==> src/rtl/whack_pkg.sv <==
// Shared constants and types for the whack-a-mole player-input path.
// DEBOUNCE_CNT is the 100 MHz value; simulation overrides it with DEBOUNCE_CNT_SIM.
package whack_pkg;

    localparam int N_BTN            = 4;
    localparam int IDX_W            = 2;
    localparam int DEBOUNCE_CNT     = 500000;
    localparam int DEBOUNCE_CNT_SIM = 4;
    localparam int CNT_W            = 19;

    typedef enum logic {
        BUF_EMPTY = 1'b0,
        BUF_FULL  = 1'b1
    } buf_state_e;

endpackage

==> src/rtl/hit_if.sv <==
// Valid/ready hit channel from the button reader to the game FSM.
interface hit_if #(
    parameter int IDX_W = whack_pkg::IDX_W
) ();

    logic             hit_valid;
    logic [IDX_W-1:0] hit_idx;
    logic             hit_ready;

    modport master (output hit_valid, output hit_idx, input hit_ready);
    modport slave  (input hit_valid, input hit_idx, output hit_ready);

endinterface

==> src/rtl/debounce_bit.sv <==
// One button: 2-FF synchroniser, stability counter and debounced level.
// rise_o flags the cycle whose edge will raise the level, so the top can register it.
module debounce_bit #(
    parameter int DEBOUNCE_CNT = whack_pkg::DEBOUNCE_CNT,
    parameter int CNT_W        = whack_pkg::CNT_W
) (
    input  logic master_clk,
    input  logic rst,
    input  logic btn_raw_i,
    output logic level_o,
    output logic rise_o
);

    localparam logic [CNT_W-1:0] CNT_LAST = CNT_W'(DEBOUNCE_CNT - 1);

    logic             sync1_q, sync2_q;
    logic             level_q, level_d;
    logic [CNT_W-1:0] cnt_q, cnt_d;

    // NOTE: every output of a combinational block gets a default first, so no path can infer a latch.
    always_comb begin
        level_d = level_q;
        cnt_d   = '0;
        if (sync2_q != level_q) begin
            if (cnt_q == CNT_LAST) begin
                level_d = sync2_q;
            end else begin
                cnt_d = cnt_q + CNT_W'(1);
            end
        end
    end

    // NOTE: non-blocking assignments in clocked blocks keep the synchroniser stages from collapsing into one.
    always_ff @(posedge master_clk or posedge rst) begin
        if (rst) begin
            sync1_q <= 1'b0;
            sync2_q <= 1'b0;
            level_q <= 1'b0;
            cnt_q   <= '0;
        end else begin
            sync1_q <= btn_raw_i;
            sync2_q <= sync1_q;
            level_q <= level_d;
            cnt_q   <= cnt_d;
        end
    end

    assign level_o = level_q;
    assign rise_o  = level_d & ~level_q;

endmodule

==> src/rtl/button_reader.sv <==
// Debounced mole buttons, press pulses and a 1-entry hit buffer for the game FSM.
// Lowest-index press wins; dropped presses pulse overrun.
module button_reader #(
    parameter int N_BTN        = whack_pkg::N_BTN,
    parameter int IDX_W        = whack_pkg::IDX_W,
    parameter int DEBOUNCE_CNT = whack_pkg::DEBOUNCE_CNT,
    parameter int CNT_W        = whack_pkg::CNT_W
) (
    input  logic             master_clk,
    input  logic             rst,
    input  logic [N_BTN-1:0] btn_raw,
    output logic [N_BTN-1:0] btn_level,
    output logic [N_BTN-1:0] btn_press,
    output logic             overrun,
    hit_if.master            hit
);

    import whack_pkg::*;

    logic [N_BTN-1:0] rise;
    logic [N_BTN-1:0] press_q;
    buf_state_e       state_q, state_d;
    logic [IDX_W-1:0] idx_q, idx_d;
    logic             ovr_q, ovr_d;
    logic [IDX_W-1:0] lo_idx;
    logic             any_press, multi_press, pop;

    for (genvar i = 0; i < N_BTN; i++) begin : g_db
        debounce_bit #(
            .DEBOUNCE_CNT(DEBOUNCE_CNT),
            .CNT_W       (CNT_W)
        ) u_db (
            .master_clk(master_clk),
            .rst       (rst),
            .btn_raw_i (btn_raw[i]),
            .level_o   (btn_level[i]),
            .rise_o    (rise[i])
        );
    end

    always_comb begin
        lo_idx = '0;
        for (int i = N_BTN - 1; i >= 0; i--) begin
            if (press_q[i]) lo_idx = IDX_W'(i);
        end
    end

    assign any_press   = |press_q;
    assign multi_press = (press_q & (press_q - N_BTN'(1))) != '0;
    assign pop         = (state_q == BUF_FULL) && hit.hit_ready;

    // Extra simultaneous presses are always dropped, even when the buffer accepts one.
    always_comb begin
        state_d = state_q;
        idx_d   = idx_q;
        ovr_d   = multi_press;
        case (state_q)
            BUF_EMPTY: begin
                if (any_press) begin
                    state_d = BUF_FULL;
                    idx_d   = lo_idx;
                end
            end
            BUF_FULL: begin
                if (any_press) begin
                    if (pop) idx_d = lo_idx;
                    else     ovr_d = 1'b1;
                end else if (pop) begin
                    state_d = BUF_EMPTY;
                end
            end
        endcase
    end

    always_ff @(posedge master_clk or posedge rst) begin
        if (rst) begin
            press_q <= '0;
            state_q <= BUF_EMPTY;
            idx_q   <= '0;
            ovr_q   <= 1'b0;
        end else begin
            press_q <= rise;
            state_q <= state_d;
            idx_q   <= idx_d;
            ovr_q   <= ovr_d;
        end
    end

    assign btn_press     = press_q;
    assign overrun       = ovr_q;
    assign hit.hit_valid = (state_q == BUF_FULL);
    assign hit.hit_idx   = idx_q;

endmodule
==> src/flat_wrapper.sv <==
// flat-port wrapper written by rule: the top's interface ports become plain ports
module button_reader_flat import whack_pkg::*;
#(
    parameter int N_BTN        = whack_pkg::N_BTN,
    parameter int IDX_W        = whack_pkg::IDX_W,
    parameter int DEBOUNCE_CNT = whack_pkg::DEBOUNCE_CNT,
    parameter int CNT_W        = whack_pkg::CNT_W
)
  (master_clk, rst, btn_raw, btn_level, btn_press, overrun, hit_hit_valid, hit_hit_idx, hit_hit_ready);
  hit_if #(.IDX_W(IDX_W)) hit_i ();
  input  logic master_clk;
  input  logic rst;
  input  logic [N_BTN-1:0] btn_raw;
  output logic [N_BTN-1:0] btn_level;
  output logic [N_BTN-1:0] btn_press;
  output logic overrun;
  output wire logic [$bits(hit_i.hit_valid)-1:0] hit_hit_valid;
  output wire logic [$bits(hit_i.hit_idx)-1:0] hit_hit_idx;
  input wire logic [$bits(hit_i.hit_ready)-1:0] hit_hit_ready;
  assign hit_hit_valid = hit_i.hit_valid;
  assign hit_hit_idx = hit_i.hit_idx;
  assign hit_i.hit_ready = hit_hit_ready;
  button_reader #(.N_BTN(N_BTN), .IDX_W(IDX_W), .DEBOUNCE_CNT(DEBOUNCE_CNT), .CNT_W(CNT_W)) u_core (.master_clk(master_clk), .rst(rst), .btn_raw(btn_raw), .btn_level(btn_level), .btn_press(btn_press), .overrun(overrun), .hit(hit_i));
endmodule
==> config.mk <==
export PLATFORM = sky130hd
export DESIGN_NAME = button_reader_flat
export DESIGN_NICKNAME = d
export VERILOG_FILES = /design/src/rtl/whack_pkg.sv /design/src/rtl/hit_if.sv /design/src/rtl/debounce_bit.sv /design/src/rtl/button_reader.sv /design/src/flat_wrapper.sv
export SDC_FILE = /design/constraint.sdc
export NUM_CORES = 1
export LEC_CHECK = 0
export CORE_MARGIN = 1.5
export CORE_UTILIZATION = 39
export CTS_CLUSTER_DIAMETER = 100
export DETAILED_ROUTE_END_ITERATION = 16
export HOLD_SLACK_MARGIN = 0.03
export SYNTH_ARGS = -nofsm -noshare
export SYNTH_HDL_FRONTEND = slang
export SYNTH_HIERARCHICAL = 1
export SYNTH_SLANG_ARGS = --single-unit
==> constraint.sdc <==
create_clock -name master_clk -period 3.05 [get_ports master_clk]
set_input_delay 0.305 -clock master_clk [delete_from_list [all_inputs] [get_ports master_clk]]
set_output_delay 0.305 -clock master_clk [all_outputs]
set_load 0.05 [all_outputs]
==> impl_metrics.yaml <==
cts:
  clk_pin_slew_worst_paths_ns: 0.06
  clk_latency_ns: 0.35
  root_buffer: "clkbuf_16"
  hold_buffers: 0
  cts.path.max_buffers: 2
  cts_setup_buffers: 0
  cts_tree: "built"
  cts.sinks: 96
  cts_buffers: 9
  ctsResizeCount: 0
  h-tree-depth: 3
setup_path:
  startpoint_type: "register"
  slowest_delay_ns: 0.86
  crit_chain: "clkdlybuf4s50_1"
  crit_fanout: 6
  path_buf_inv: 1
  end_kind: "primary output"
  crit_type: "reg -> out"
  cp.required_ns: 2.74
  critPathTopFamily: "buffers and inverters"
  crit_slowest_cell: "clkdlybuf4s50_1"
  worstPathArrival_ns: 1.68
cells_and_area:
  regArea_um2: 2402
  drive_above_1_share_pct: 12.76
  nets: 492
  final_util_pct: 45.26
  fillerInstances: 1130
  diodes: 0
  final_area_um2: 5459
  multiInputGateArea_um2: 2285
  area_growth_pct: 12.77
timing:
  report.final.setup_viol: 0
  hold_viol: 0
  fin_skew_ns: 0.004096
  max_freq_ghz: 0.5034
  holdWs_ns: 0.3486
  grt_setup_unrepaired: "no"
  post-route-period-util_pct: 65.13
  tns_ns: 0
  relSlewSlack_pct: 44.06
  slew_violations: 0
  tightestPinTransition_ns: 0.8382
  fin_crit_ns: 1.986
power:
  leakage_nw: 2.184
  finalPower_w: 0.002455
  peakVddDrop_uv: 333.9
  power_density_nw_per_um2: 449.8
drt:
  routedWlPerCell_um: 13.51
  dr.pass1.iters: 4
  dr.first_iter.drc_count: 185
  drc: 0
  vias_per_cell: 5.054
  routed_wirelength_mm: 8.835
  num_vias: 3305
  final_antenna_net_count: 0
placement:
  gp_congestion: 0.7905
  dpl.hpwl_mm: 6.067
  placed_cell_area_um2: 5175
  portBuffers: 18
synthesis:
  synth_ff_type: "dfrtp_1"
  synth_top_area_share_pct: 49.63
  syn-instance-count: 457
  ys_ff_latch: 96
  synth_edf_count: 0
  syn_area_um2: 4841
  seq_area_frac_synth_pct: 49.63
  synth_nets: 468
  ys_warn_count: 6
  async_flop_share_pct: 100.0
  syn_area_per_cell_um2: 10.59
  ys_types: 33
  synth_area_leader_cell: "dfrtp_1"
  synth_area_leaders: "dfrtp_1, xnor2_1, nor2_1, nand3_1, nor4_1"
floorplan:
  core-area_um2: 12060
  ios: 19
  die_w_um: 114.4
  initial_utilization_pct: 40.13
  row_count: 40
  fp.dieH_um: 114.4
  die_area_um2: 13090
global_routing:
  antenna_found_initial: 0
  grt_overflow: 0
  grt_max_degree: 23
  grt_pass1_vias: 3224
  grt_first_pass_wirelength_mm: 15.50
  groute.usage.overall_pct: 14.90
hold_path:
  hp-class: "reg -> reg"
run:
  cap_violations: 0
run_status:
  status: "completed"
layout make-up:
| class | instances | area share (%) |
|---|---|---|
| clock buffer | 10 | 4.378 |
| clock inverter | 6 | 0.8251 |
| inverter | 26 | 1.788 |
| multi-input combinational | 330 | 41.85 |
| sequential | 96 | 44.01 |
| tap | 168 | 3.851 |
| timing repair buffer | 18 | 3.300 |
synthesized netlist by cell type (13+ instances only):
library cell  instances
dfrtp_1              96
nor3_1               13
inv_1                26
nor2_1               85
a21oi_1              17
nand3_1              32
nor4_1               17
xnor2_1              48
nand2_1              20
stage by stage:
step                      worst slack (ns)  instances
after floorplan                      1.434        457
after global placement               1.248        638
after detailed placement             1.186        638
after CTS                            1.052        654
after global routing                0.9807        654
final                                1.064        654
final timing paths:
path	to	slack [ns]	cells after the start	from
worst max-delay path	btn_press[3]	1.06	1	u_core/btn_press[3]
worst min-delay path	u_core/g_db[2].u_db/sync2_q	0.35	0	u_core/g_db[2].u_db/sync1_q
worst max register to register	u_core/g_db[2].u_db/cnt_q[18]	1.21	5	u_core/g_db[2].u_db/cnt_q[0]
worst min register to register	u_core/g_db[2].u_db/sync2_q	0.35	0	u_core/g_db[2].u_db/sync1_q
max in group asynchronous	u_core/g_db[0].u_db/cnt_q[3]	1.92	2	rst
min in group asynchronous	u_core/btn_press[1]	0.39	2	rst
per-layer routing:
metal  track usage, %  vias up  share of wire [%]
met5                0        -                  0
met4            5.000        0                1.3
met3            3.970       10                3.0
met2            23.27       43                 46
met1            20.14     1602                 49
li1                 -     1650                  -
flip-flops by register name, summed over array words and instances (netlist names):
name,count
u_core/btn_press,4
u_core/g_db.u_db/cnt_q,76
u_core/g_db.u_db/level_o,4
u_core/g_db.u_db/sync1_q,4
u_core/g_db.u_db/sync2_q,4
u_core/hit.hit_idx,2
u_core/hit.hit_valid,1
u_core/overrun,1
cells by family (layout without fill, tap and decap cells):
family / after synthesis / in the layout / synth area share [%]
compound gates: 33 / 33 / 4.988
xor+xnor: 56 / 56 / 10.13
fa+ha+maj: 4 / 4 / 1.034
buf+inv: 31 / 60 / 3.179
flops: 96 / 96 / 49.63
mux: 8 / 8 / 1.758
simple gates: 229 / 229 / 29.28
power breakdown:
| group | switching [W] | internal [W] |
|---|---|---|
| clock network | 0.000489 | 0.000576 |
| registers | 0.0000187 | 0.00129 |
| logic | 0.0000549 | 0.0000263 |
cells in the final DEF, fill, tap and decap left out, drive strengths merged, types with 8 or more instances in the layout:
master and instances:
nand4 16, o21ai 8, clkdlybuf4s50 18, a21oi 17, xor2 8, or4 8
and3 8, nor4 25, nor3 13, nand3 32, nand4b 8, xnor2 48
clkbuf 10, inv 26, dfrtp 96, nor2 85, nand2 20
Power figures use the tool's default switching activity.
